--- config.mk ---
export PLATFORM = sky130hd
export DESIGN_NAME = irq_trap_ctrl_flat
export DESIGN_NICKNAME = d
export VERILOG_FILES = /design/src/rtl/irq_pkg.sv /design/src/rtl/irq_trap_ctrl_if.sv /design/src/rtl/irq_trap_ctrl_sync.sv /design/src/rtl/irq_trap_ctrl.sv /design/src/flat_wrapper.sv
export SDC_FILE = /design/constraint.sdc
export NUM_CORES = 1
export LEC_CHECK = 0
export ABC_AREA = 1
export CORE_UTILIZATION = 34
export CTS_BUF_LIST = sky130_fd_sc_hd__clkbuf_4 sky130_fd_sc_hd__clkbuf_8
export CTS_CLUSTER_DIAMETER = 200
export DETAILED_ROUTE_END_ITERATION = 10
export PLACE_DENSITY = 0.8
export SLEW_MARGIN = 10
export SYNTH_ARGS = -nofsm -noshare
export SYNTH_HDL_FRONTEND = slang
export SYNTH_SLANG_ARGS = --single-unit
--- constraint.sdc ---
create_clock -name clk -period 1 [get_ports clk]
set_input_delay 0.2 -clock clk [delete_from_list [all_inputs] [get_ports clk]]
set_output_delay 0.2 -clock clk [all_outputs]
set_load 0.02 [all_outputs]
--- src/rtl/irq_pkg.sv ---
// Shared types and constants for the machine-mode interrupt controller / trap sequencer.
package irq_pkg;

  localparam int unsigned XLEN    = 32;
  localparam int unsigned CAUSE_W = 4;

  typedef logic [CAUSE_W-1:0] cause_t;

  typedef enum logic [1:0] {
    ST_IDLE    = 2'd0,
    ST_FLUSH   = 2'd1,
    ST_ENTER   = 2'd2,
    ST_HANDLER = 2'd3
  } irq_state_e;

  localparam cause_t CAUSE_MSI = 4'd3;
  localparam cause_t CAUSE_MTI = 4'd7;
  localparam cause_t CAUSE_MEI = 4'd11;

  localparam int unsigned MSIP_BIT = 3;
  localparam int unsigned MTIP_BIT = 7;
  localparam int unsigned MEIP_BIT = 11;

  localparam logic [XLEN-1:0] IRQ_EN_MASK   = 32'h0000_0888;
  localparam logic [1:0]      MTVEC_MODE_VEC = 2'b01;

  // Registered payload presented to the CSR file with the trap-entry strobe.
  typedef struct packed {
    logic [XLEN-1:0] pc;
    logic [XLEN-1:0] cause;
    logic [XLEN-1:0] epc;
  } trap_pkt_t;

  // Fixed priority: MEI > MSI > MTI; caller guarantees at least one bit pending.
  function automatic cause_t irq_arbitrate(input logic meip, input logic msip);
    if (meip)      return CAUSE_MEI;
    else if (msip) return CAUSE_MSI;
    else           return CAUSE_MTI;
  endfunction

endpackage

--- src/rtl/irq_trap_ctrl_if.sv ---
// CSR-file / pipeline side bundle of the interrupt controller; master = core, slave = controller.
interface irq_trap_ctrl_if #(
  parameter int unsigned NEST_W = 2
);

  logic              mstatus_mie;
  logic [31:0]       mie;
  logic [31:0]       mtvec;
  logic              pipe_drained;
  logic [31:0]       retire_pc;
  logic              mret_exec;
  logic              pipe_flush_req;
  logic              trap_taken;
  logic [31:0]       trap_pc;
  logic [31:0]       trap_cause;
  logic [31:0]       trap_epc;
  logic [31:0]       mip;
  logic [NEST_W-1:0] nest_depth;

  modport master (
    output mstatus_mie, mie, mtvec, pipe_drained, retire_pc, mret_exec,
    input  pipe_flush_req, trap_taken, trap_pc, trap_cause, trap_epc, mip, nest_depth
  );

  modport slave (
    input  mstatus_mie, mie, mtvec, pipe_drained, retire_pc, mret_exec,
    output pipe_flush_req, trap_taken, trap_pc, trap_cause, trap_epc, mip, nest_depth
  );

endinterface

--- src/rtl/irq_trap_ctrl_sync.sv ---
// Two-flop synchronizer for a level signal crossing into the clk domain.
module irq_sync (
  input  logic clk,
  input  logic reset_n,
  input  logic d_i,
  output logic q_o
);

  logic meta_q;
  logic sync_q;

  always_ff @(posedge clk or negedge reset_n) begin
    if (!reset_n) begin
      meta_q <= 1'b0;
      sync_q <= 1'b0;
    end else begin
      meta_q <= d_i;
      sync_q <= meta_q;
    end
  end

  assign q_o = sync_q;

endmodule

--- src/rtl/irq_trap_ctrl.sv ---
// Machine-mode interrupt arbiter and trap sequencer (IDLE -> FLUSH -> ENTER -> HANDLER).
// Define IRQ_VECTORED_EN to honour vectored mtvec mode; otherwise trap_pc is always the mtvec base.
module irq_trap_ctrl
  import irq_pkg::*;
#(
  parameter int unsigned MAX_NEST = 2,
  parameter int unsigned NEST_W   = 2
) (
  input  logic            clk,
  input  logic            reset_n,
  input  logic            irq_ext,
  input  logic            irq_sw,
  input  logic            irq_timer,
  irq_trap_ctrl_if.slave  bus
);

  irq_state_e        state_q, state_d;
  cause_t            cause_q, cause_d;
  logic [NEST_W-1:0] nest_q, nest_d;
  logic              msip_q, mtip_q;
  logic              meip_sync;
  logic              flush_q, taken_q;
  trap_pkt_t         trap_q, trap_d;

  logic [XLEN-1:0]   mip_c;
  logic [XLEN-1:0]   pend_c;
  logic              take_c;
  cause_t            win_cause_c;
  logic [XLEN-1:0]   target_c;

  irq_sync u_ext_sync (
    .clk     (clk),
    .reset_n (reset_n),
    .d_i     (irq_ext),
    .q_o     (meip_sync)
  );

  always_ff @(posedge clk or negedge reset_n) begin
    if (!reset_n) begin
      msip_q <= 1'b0;
      mtip_q <= 1'b0;
    end else begin
      msip_q <= irq_sw;
      mtip_q <= irq_timer;
    end
  end

  always_comb begin
    mip_c           = '0;
    mip_c[MSIP_BIT] = msip_q;
    mip_c[MTIP_BIT] = mtip_q;
    mip_c[MEIP_BIT] = meip_sync;
  end

  assign pend_c      = mip_c & bus.mie & IRQ_EN_MASK;
  assign take_c      = bus.mstatus_mie & (|pend_c) & ~bus.mret_exec
                     & (nest_q < NEST_W'(MAX_NEST));
  assign win_cause_c = irq_arbitrate(pend_c[MEIP_BIT], pend_c[MSIP_BIT]);

  // Redirect target uses the cause frozen at FLUSH entry.
`ifdef IRQ_VECTORED_EN
  always_comb begin
    target_c = {bus.mtvec[31:2], 2'b00};
    if (bus.mtvec[1:0] == MTVEC_MODE_VEC) begin
      target_c = {bus.mtvec[31:2], 2'b00} + {26'b0, cause_q, 2'b00};
    end
  end
`else
  logic unused_mtvec_mode;
  assign unused_mtvec_mode = ^bus.mtvec[1:0];
  assign target_c          = {bus.mtvec[31:2], 2'b00};
`endif

  always_ff @(posedge clk or negedge reset_n) begin
    if (!reset_n) begin
      state_q <= ST_IDLE;
      cause_q <= '0;
      nest_q  <= '0;
      flush_q <= 1'b0;
      taken_q <= 1'b0;
      trap_q  <= '0;
    end else begin
      state_q <= state_d;
      cause_q <= cause_d;
      nest_q  <= nest_d;
      flush_q <= (state_d == ST_FLUSH);
      taken_q <= (state_d == ST_ENTER);
      trap_q  <= trap_d;
    end
  end

  always_comb begin
    state_d = state_q;
    cause_d = cause_q;
    nest_d  = nest_q;
    trap_d  = '0;

    unique case (state_q)
      ST_IDLE: begin
        if (take_c) begin
          state_d = ST_FLUSH;
          cause_d = win_cause_c;
        end
      end

      ST_FLUSH: begin
        if (bus.pipe_drained) begin
          state_d      = ST_ENTER;
          trap_d.pc    = target_c;
          trap_d.cause = {1'b1, 27'b0, cause_q};
          trap_d.epc   = bus.retire_pc & 32'hFFFF_FFFC;
        end
      end

      ST_ENTER: begin
        nest_d  = nest_q + NEST_W'(1);
        state_d = ST_HANDLER;
      end

      ST_HANDLER: begin
        // MRET has precedence; take_c is already gated by mret_exec.
        if (bus.mret_exec) begin
          if (nest_q != '0) begin
            nest_d = nest_q - NEST_W'(1);
          end
          if (nest_q <= NEST_W'(1)) begin
            state_d = ST_IDLE;
          end
        end else if (take_c) begin
          state_d = ST_FLUSH;
          cause_d = win_cause_c;
        end
      end

      default: state_d = ST_IDLE;
    endcase
  end

  assign bus.pipe_flush_req = flush_q;
  assign bus.trap_taken     = taken_q;
  assign bus.trap_pc        = trap_q.pc;
  assign bus.trap_cause     = trap_q.cause;
  assign bus.trap_epc       = trap_q.epc;
  assign bus.mip            = mip_c;
  assign bus.nest_depth     = nest_q;

endmodule

--- src/flat_wrapper.sv ---
// flat-port wrapper written by rule: the top's interface ports become plain ports
module irq_trap_ctrl_flat import irq_pkg::*;
#(
  parameter int unsigned MAX_NEST = 2,
  parameter int unsigned NEST_W   = 2
)
  (clk, reset_n, irq_ext, irq_sw, irq_timer, bus_mstatus_mie, bus_mie, bus_mtvec, bus_pipe_drained, bus_retire_pc, bus_mret_exec, bus_pipe_flush_req, bus_trap_taken, bus_trap_pc, bus_trap_cause, bus_trap_epc, bus_mip, bus_nest_depth);
  irq_trap_ctrl_if #(.NEST_W(NEST_W)) bus_i ();
  input  logic clk;
  input  logic reset_n;
  input  logic irq_ext;
  input  logic irq_sw;
  input  logic irq_timer;
  input wire logic [$bits(bus_i.mstatus_mie)-1:0] bus_mstatus_mie;
  input wire logic [$bits(bus_i.mie)-1:0] bus_mie;
  input wire logic [$bits(bus_i.mtvec)-1:0] bus_mtvec;
  input wire logic [$bits(bus_i.pipe_drained)-1:0] bus_pipe_drained;
  input wire logic [$bits(bus_i.retire_pc)-1:0] bus_retire_pc;
  input wire logic [$bits(bus_i.mret_exec)-1:0] bus_mret_exec;
  output wire logic [$bits(bus_i.pipe_flush_req)-1:0] bus_pipe_flush_req;
  output wire logic [$bits(bus_i.trap_taken)-1:0] bus_trap_taken;
  output wire logic [$bits(bus_i.trap_pc)-1:0] bus_trap_pc;
  output wire logic [$bits(bus_i.trap_cause)-1:0] bus_trap_cause;
  output wire logic [$bits(bus_i.trap_epc)-1:0] bus_trap_epc;
  output wire logic [$bits(bus_i.mip)-1:0] bus_mip;
  output wire logic [$bits(bus_i.nest_depth)-1:0] bus_nest_depth;
  assign bus_i.mstatus_mie = bus_mstatus_mie;
  assign bus_i.mie = bus_mie;
  assign bus_i.mtvec = bus_mtvec;
  assign bus_i.pipe_drained = bus_pipe_drained;
  assign bus_i.retire_pc = bus_retire_pc;
  assign bus_i.mret_exec = bus_mret_exec;
  assign bus_pipe_flush_req = bus_i.pipe_flush_req;
  assign bus_trap_taken = bus_i.trap_taken;
  assign bus_trap_pc = bus_i.trap_pc;
  assign bus_trap_cause = bus_i.trap_cause;
  assign bus_trap_epc = bus_i.trap_epc;
  assign bus_mip = bus_i.mip;
  assign bus_nest_depth = bus_i.nest_depth;
  irq_trap_ctrl #(.MAX_NEST(MAX_NEST), .NEST_W(NEST_W)) u_core (.clk(clk), .reset_n(reset_n), .irq_ext(irq_ext), .irq_sw(irq_sw), .irq_timer(irq_timer), .bus(bus_i));
endmodule
* Word-level counts from Yosys, hierarchy flattened
Cells that the tools add are included.
** Cells by class
- $add $sub $neg :: 2
- Order comparisons :: 2
- Eq/ne operators :: 8
- Mux-type cells :: 15
- Bitwise gates (word level) :: 5
- Reduce and logical (&&, ||, !) cells :: 7
** Operator list (number)
- $mux W96 :: 2
- $and A12 B12 Y12 :: 1
- $mux W2 :: 6
- $mux W4 :: 3
- $pmux W2 S4 :: 1
- $pmux W4 S2 :: 1
- $eq A2 B2 Y1 const B :: 3
- $reduce_bool A2 Y1 :: 3
- $eq A2 B1 Y1 const B :: 2
- $ne A2 B2 Y1 const B :: 2
- $pmux W2 S2 :: 1
- $and A1 B1 Y1 :: 3
- $mux W3 :: 1
- $reduce_and A3 Y1 :: 1
- $reduce_or A3 Y1 :: 1
- $add A2 B1 Y2 const B :: 1
- $le A2 B1 Y1 const B :: 1
- $logic_not A2 Y1 :: 1
- $lt A2 B2 Y1 const B :: 1
- $ne A2 B1 Y1 const B :: 1
- $reduce_and A2 Y1 :: 1
- $sub A2 B1 Y2 const B :: 1
- $not A1 Y1 :: 1
** Storage, ports and cells
- Register bits :: 110
- Input bits :: 104
- Output and inout port bits :: 132
- Logic and storage cells :: 51

* Depth between registers and ports, before layout
- Depth in word-level cells :: 9
- Mapped depth :: 7
- Depth with buffers taken out :: 7

* Cells and area by module
Synthesis repeated with hierarchy kept, for this count alone.
** Second synthesis, totals
- Cell total of the unflattened synthesis :: 338
- Area, all modules :: 3284.4 sq um
** By module, submodules not included
- irq_trap_ctrl :: instances 1, cells each 336, area each 3234.4 sq um, sequential area each 1876.8 sq um
- irq_sync :: instances 1, cells each 2, area each 50.0 sq um, sequential area each 50.0 sq um

* Worst setup path after synthesis
OpenSTA, ideal clock, no wires.
- Path type :: register to register
- Start :: reg u_core.nest_q[1] (netlist: u_core.bus.nest_depth[1])
- End :: reg u_core.nest_q[0] (netlist: u_core.bus.nest_depth[0])
- Library setup time :: 0.128 ns
- Arrival :: 1.095 ns
- Data required time :: 0.872 ns
- Path slack :: -0.224 ns
- Stages on the path, launching flop included :: 6
- Path buffers :: 0
- Period minus slack after synthesis :: 1.224 ns
- Cells stage by stage :: dfrtp_1 inv_1 ha_1 a21oi_1 o21ai_2 xor2_1
** On the way
- Cells in the longest elaborated chain, start to end :: 3
** RTL lines
- start, declared :: line irq_trap_ctrl.sv:19 : logic [NEST_W-1:0] nest_q, nest_d;
- start signal, assigned :: line irq_trap_ctrl.sv:85 : nest_q <= nest_d;
- $reduce_bool A2 Y1 :: line irq_trap_ctrl.sv:123 : if (nest_q != '0) begin
- $ne A2 B1 Y1 (no source line)
- $reduce_and A3 Y1 (no source line)
No other way between the ends.
A chain may end at the register's enable or synchronous reset.

* Final worst setup path
- Start :: reg u_core.nest_q[0] (netlist: u_core.bus.nest_depth[0])
- End :: reg u_core.nest_q[1] (netlist: u_core.bus.nest_depth[1])
** On the way
- Cells in the longest elaborated chain, start to end :: 4
- Elaborated cells between the ends (all ways) :: 8
- Those cells by class :: add/sub (2); eq/ne (1); mux (3); reduce/logical (2)
** RTL lines
- $sub A2 B1 Y2 :: line irq_trap_ctrl.sv:124 : nest_d = nest_q - NEST_W'(1);
- $mux W2 :: line irq_trap_ctrl.sv:123
- $mux W2 :: line irq_trap_ctrl.sv:122 : if (bus.mret_exec) begin
- $pmux W2 S2 :: line irq_trap_ctrl.sv:98 : unique case (state_q)
Parallel ways exist; a longest one is shown, timed or not. The select of a mux whose other input is x is not followed.

==> out/qor.txt <==
status: finished, violations left
violated checks: setup timing
worst clock skew: 13.26 ps
Tmin final: 1162 ps
initial antenna violation count: 0
CTS tree: yes
Core Box Area: 0.01028 sq mm
cell count after synthesis: 328
proportion of layout cells with a drive suffix above 1: 40.88%
n_diodes: 0
Crit Path Max Fanout: 2
Detail Route Antenna Nets: 0
clk root buf: clkbuf_8
top_reg_cell synth: dfrtp_1
Max-Cap Viols: 0
synth cell count leaders: dfrtp_1, inv_1, buf_4, nor2_4, nand2_1
Pleak: 2.912 nW
DP Area: 0.005021 sq mm
Inst Count DP: 610
dpl ws: -338.7 ps
GRT Total Usage: 15.26%
largest net degree at the start of global routing: 39
PnR worst setup slack: -161.5 ps
Via density: 3.858
DP HPWL: 5.574 mm
Slew Viols, Final: 0
Mapped Area: 0.003601 sq mm
ratio of final minimum period to clock period: 116.2%
Worst IR Drop VDD: 0.9503 mV
FF-to-FF path depth: 5
#FFs+latches synth: 77
Iter 0 DRT Violations: 65
Post-synth EDFFs: 0
DIE WIDTH: 104.9 um
row count: 37
Worst setup EP type: register
Longest Clk Path Bufs: 2
drc violations: 0
vias in the first global route: 2,557
synth warn: 0
CP max stage cell: dfrtp_2
ys async rst share: 100.0%
CP peak stage delay: 430 ps
first-pass GRT wire length: 12.58 mm
RSZ-0062 raised after global routing: yes
hold slack final: 235.4 ps
num ports: 236
CTS Buf Count: 9
Final Total Pwr: 11.61 mW
CTS sink cnt: 77
htree depth: 3
Congestion Overflow GR: 0
Netlist cell types: 20
WL final: 7.932 mm
final instance area: 0.005665 sq mm
most frequent cell after synthesis: dfrtp_1
via count: 2,450
top area cells in the synthesized netlist: dfrtp_1, nor2_4, buf_4
fin cells: 635
DIE HEIGHT: 104.9 um
CP Data Required Time: 1270 ps
Die ar.: 0.01101 sq mm
worst hold-check path type: in2async
final setup violation count: 144
WL/cell: 12.49 um
Levels on crit path: 5
WP buf/inv: 2
IO buf count: 142
post-synth top area share: 53.51%
number of iterations in the first detailed-routing pass: 4
sequential-to-total area share from yosys stat: 53.51%
clk slew on worst S/H paths: 90 ps
PD cells: 2049 mW/mm^2
Initial Util: 35.04%
delay-heaviest family, CP: flip-flops
Final Hold Vio Count: 0
crit-path cells: buf_6 -> inv_4 -> ha_4 -> xor2_1 -> o21ai_1
critical path class: reg2reg
Avg Inst Size Synth: 10.98 sq um
leading area contributor after synthesis: dfrtp_1
number of nets in the final layout: 599
Arr. time, crit path: 1430 ps
area added between synthesis and finish: 57.33%
Max Clock Freq: 860.9 MHz
GP Congestion: 0.7909
Worst-Skew Late Latency: 360 ps
crit start category: register
-- worst paths after layout --
kind | slack (ps) | to | start
max | -160 | u_core.bus.nest_depth[1] | u_core.bus.nest_depth[0]
min | 240 | u_core.bus.trap_epc[26] | reset_n
max reg2reg | -160 | u_core.bus.nest_depth[1] | u_core.bus.nest_depth[0]
min reg2reg | 390 | u_core.u_ext_sync.q_o | u_core.u_ext_sync.meta_q
max in group asynchronous | 320 | u_core.bus.trap_epc[9] | reset_n
min in group clk | 270 | u_core.mtip_q | irq_timer
-- final cells by class --
class	count	area [sq um]
clock buffer	9	123.9
clock inverter	7	127.6
fill	842	4612
inverter	75	286.5
multi-input combinational	164	1220
sequential	77	1931
tap	136	170.2
timing repair buffer	167	1807
-- what timing repair did --
action / in CTS / in global routing
buffers inserted: 7 / 2
hold buffers: 1 / 0
endpoints found under the setup margin: 144 / 145
hold endpoints to repair: 77 / 0
resized for setup: 476 / 24
cloned: 2 / 0
pin swaps: 13 / 8
-- per-stage QoR --
step                      TNS, ps  util [%]
final                      -12300     55.13
after global routing       -19270     55.13
after CTS                  -14250     54.70
after detailed placement   -28540     48.86
after global placement     -25300     48.86
after floorplan             -4998         -
-- cells by family after synthesis --
logic type / synth area share, %
xor gates and xnor gates: 0.4865
other: 0.1041
and+or+nand+nor: 19.94
adders and majority gates: 0.3474
AOI/OAI and AO/OA: 1.355
buffers and inverters: 24.25
DFF: 53.51
-- worst register-to-register path, stage by stage, from the launching register on --
cell and delay, ps:
dfrtp_2 430, buf_6 120, inv_4 50, ha_4 190
xor2_1 150, o21ai_1 140
-- where the power goes --
group	switching, mW	leakage, nW	internal (mW)
Combinational	2.56	1.76	2.13
Clock	1.25	0.127	1.70
Sequential	0.340	1.03	3.63
Total	4.15	2.91	7.46
-- metal layers --
layer  GRT usage, %  wire length, um  vias to the layer above
met5              0                0                        -
li1               -                -                     1135
met3          5.240              711                       15
met2          27.01             4053                      156
met4          6.137              172                        0
met1          16.67             2995                     1144
-- registers in the layout, indices dropped and copies added (netlist names), 2 cells and up --
name,cells
u_core.cause_q,3
u_core.bus.nest_depth,2
u_core.bus.trap_cause,4
u_core.bus.trap_epc,30
u_core.bus.trap_pc,30
u_core.state_q,2
-- layout by cell type (no fill, tap or decap) --
cell type        Yosys  final
inv_8                0      1
nor2_2               2      3
o21ai_0              6      1
inv_1               74     69
inv_2                1      4
bufinv_16            0      3
nand3_4              0      1
nand2_4              0      6
buf_8                1      2
nor2_1              18      5
buf_12               4      5
nand2_1             19     11
nand2_2              1      3
o21ai_1              0      3
nor2_4              48     60
a21oi_2              0      2
xor2_1               2      2
clkdlybuf4s50_1      0     69
dfrtp_2              0      3
ha_4                 0      1
clkbuf_8             0      9
dfrtp_1             77     74
inv_6                0      3
buf_6                1     80
o21ai_2              1      3
nand3_2              0      3
conb_1               1     60
buf_4               64     10
inv_4                0      2
dlygate4sd3_1        0      1
Note: power is estimated with default switching activity, not from simulation.
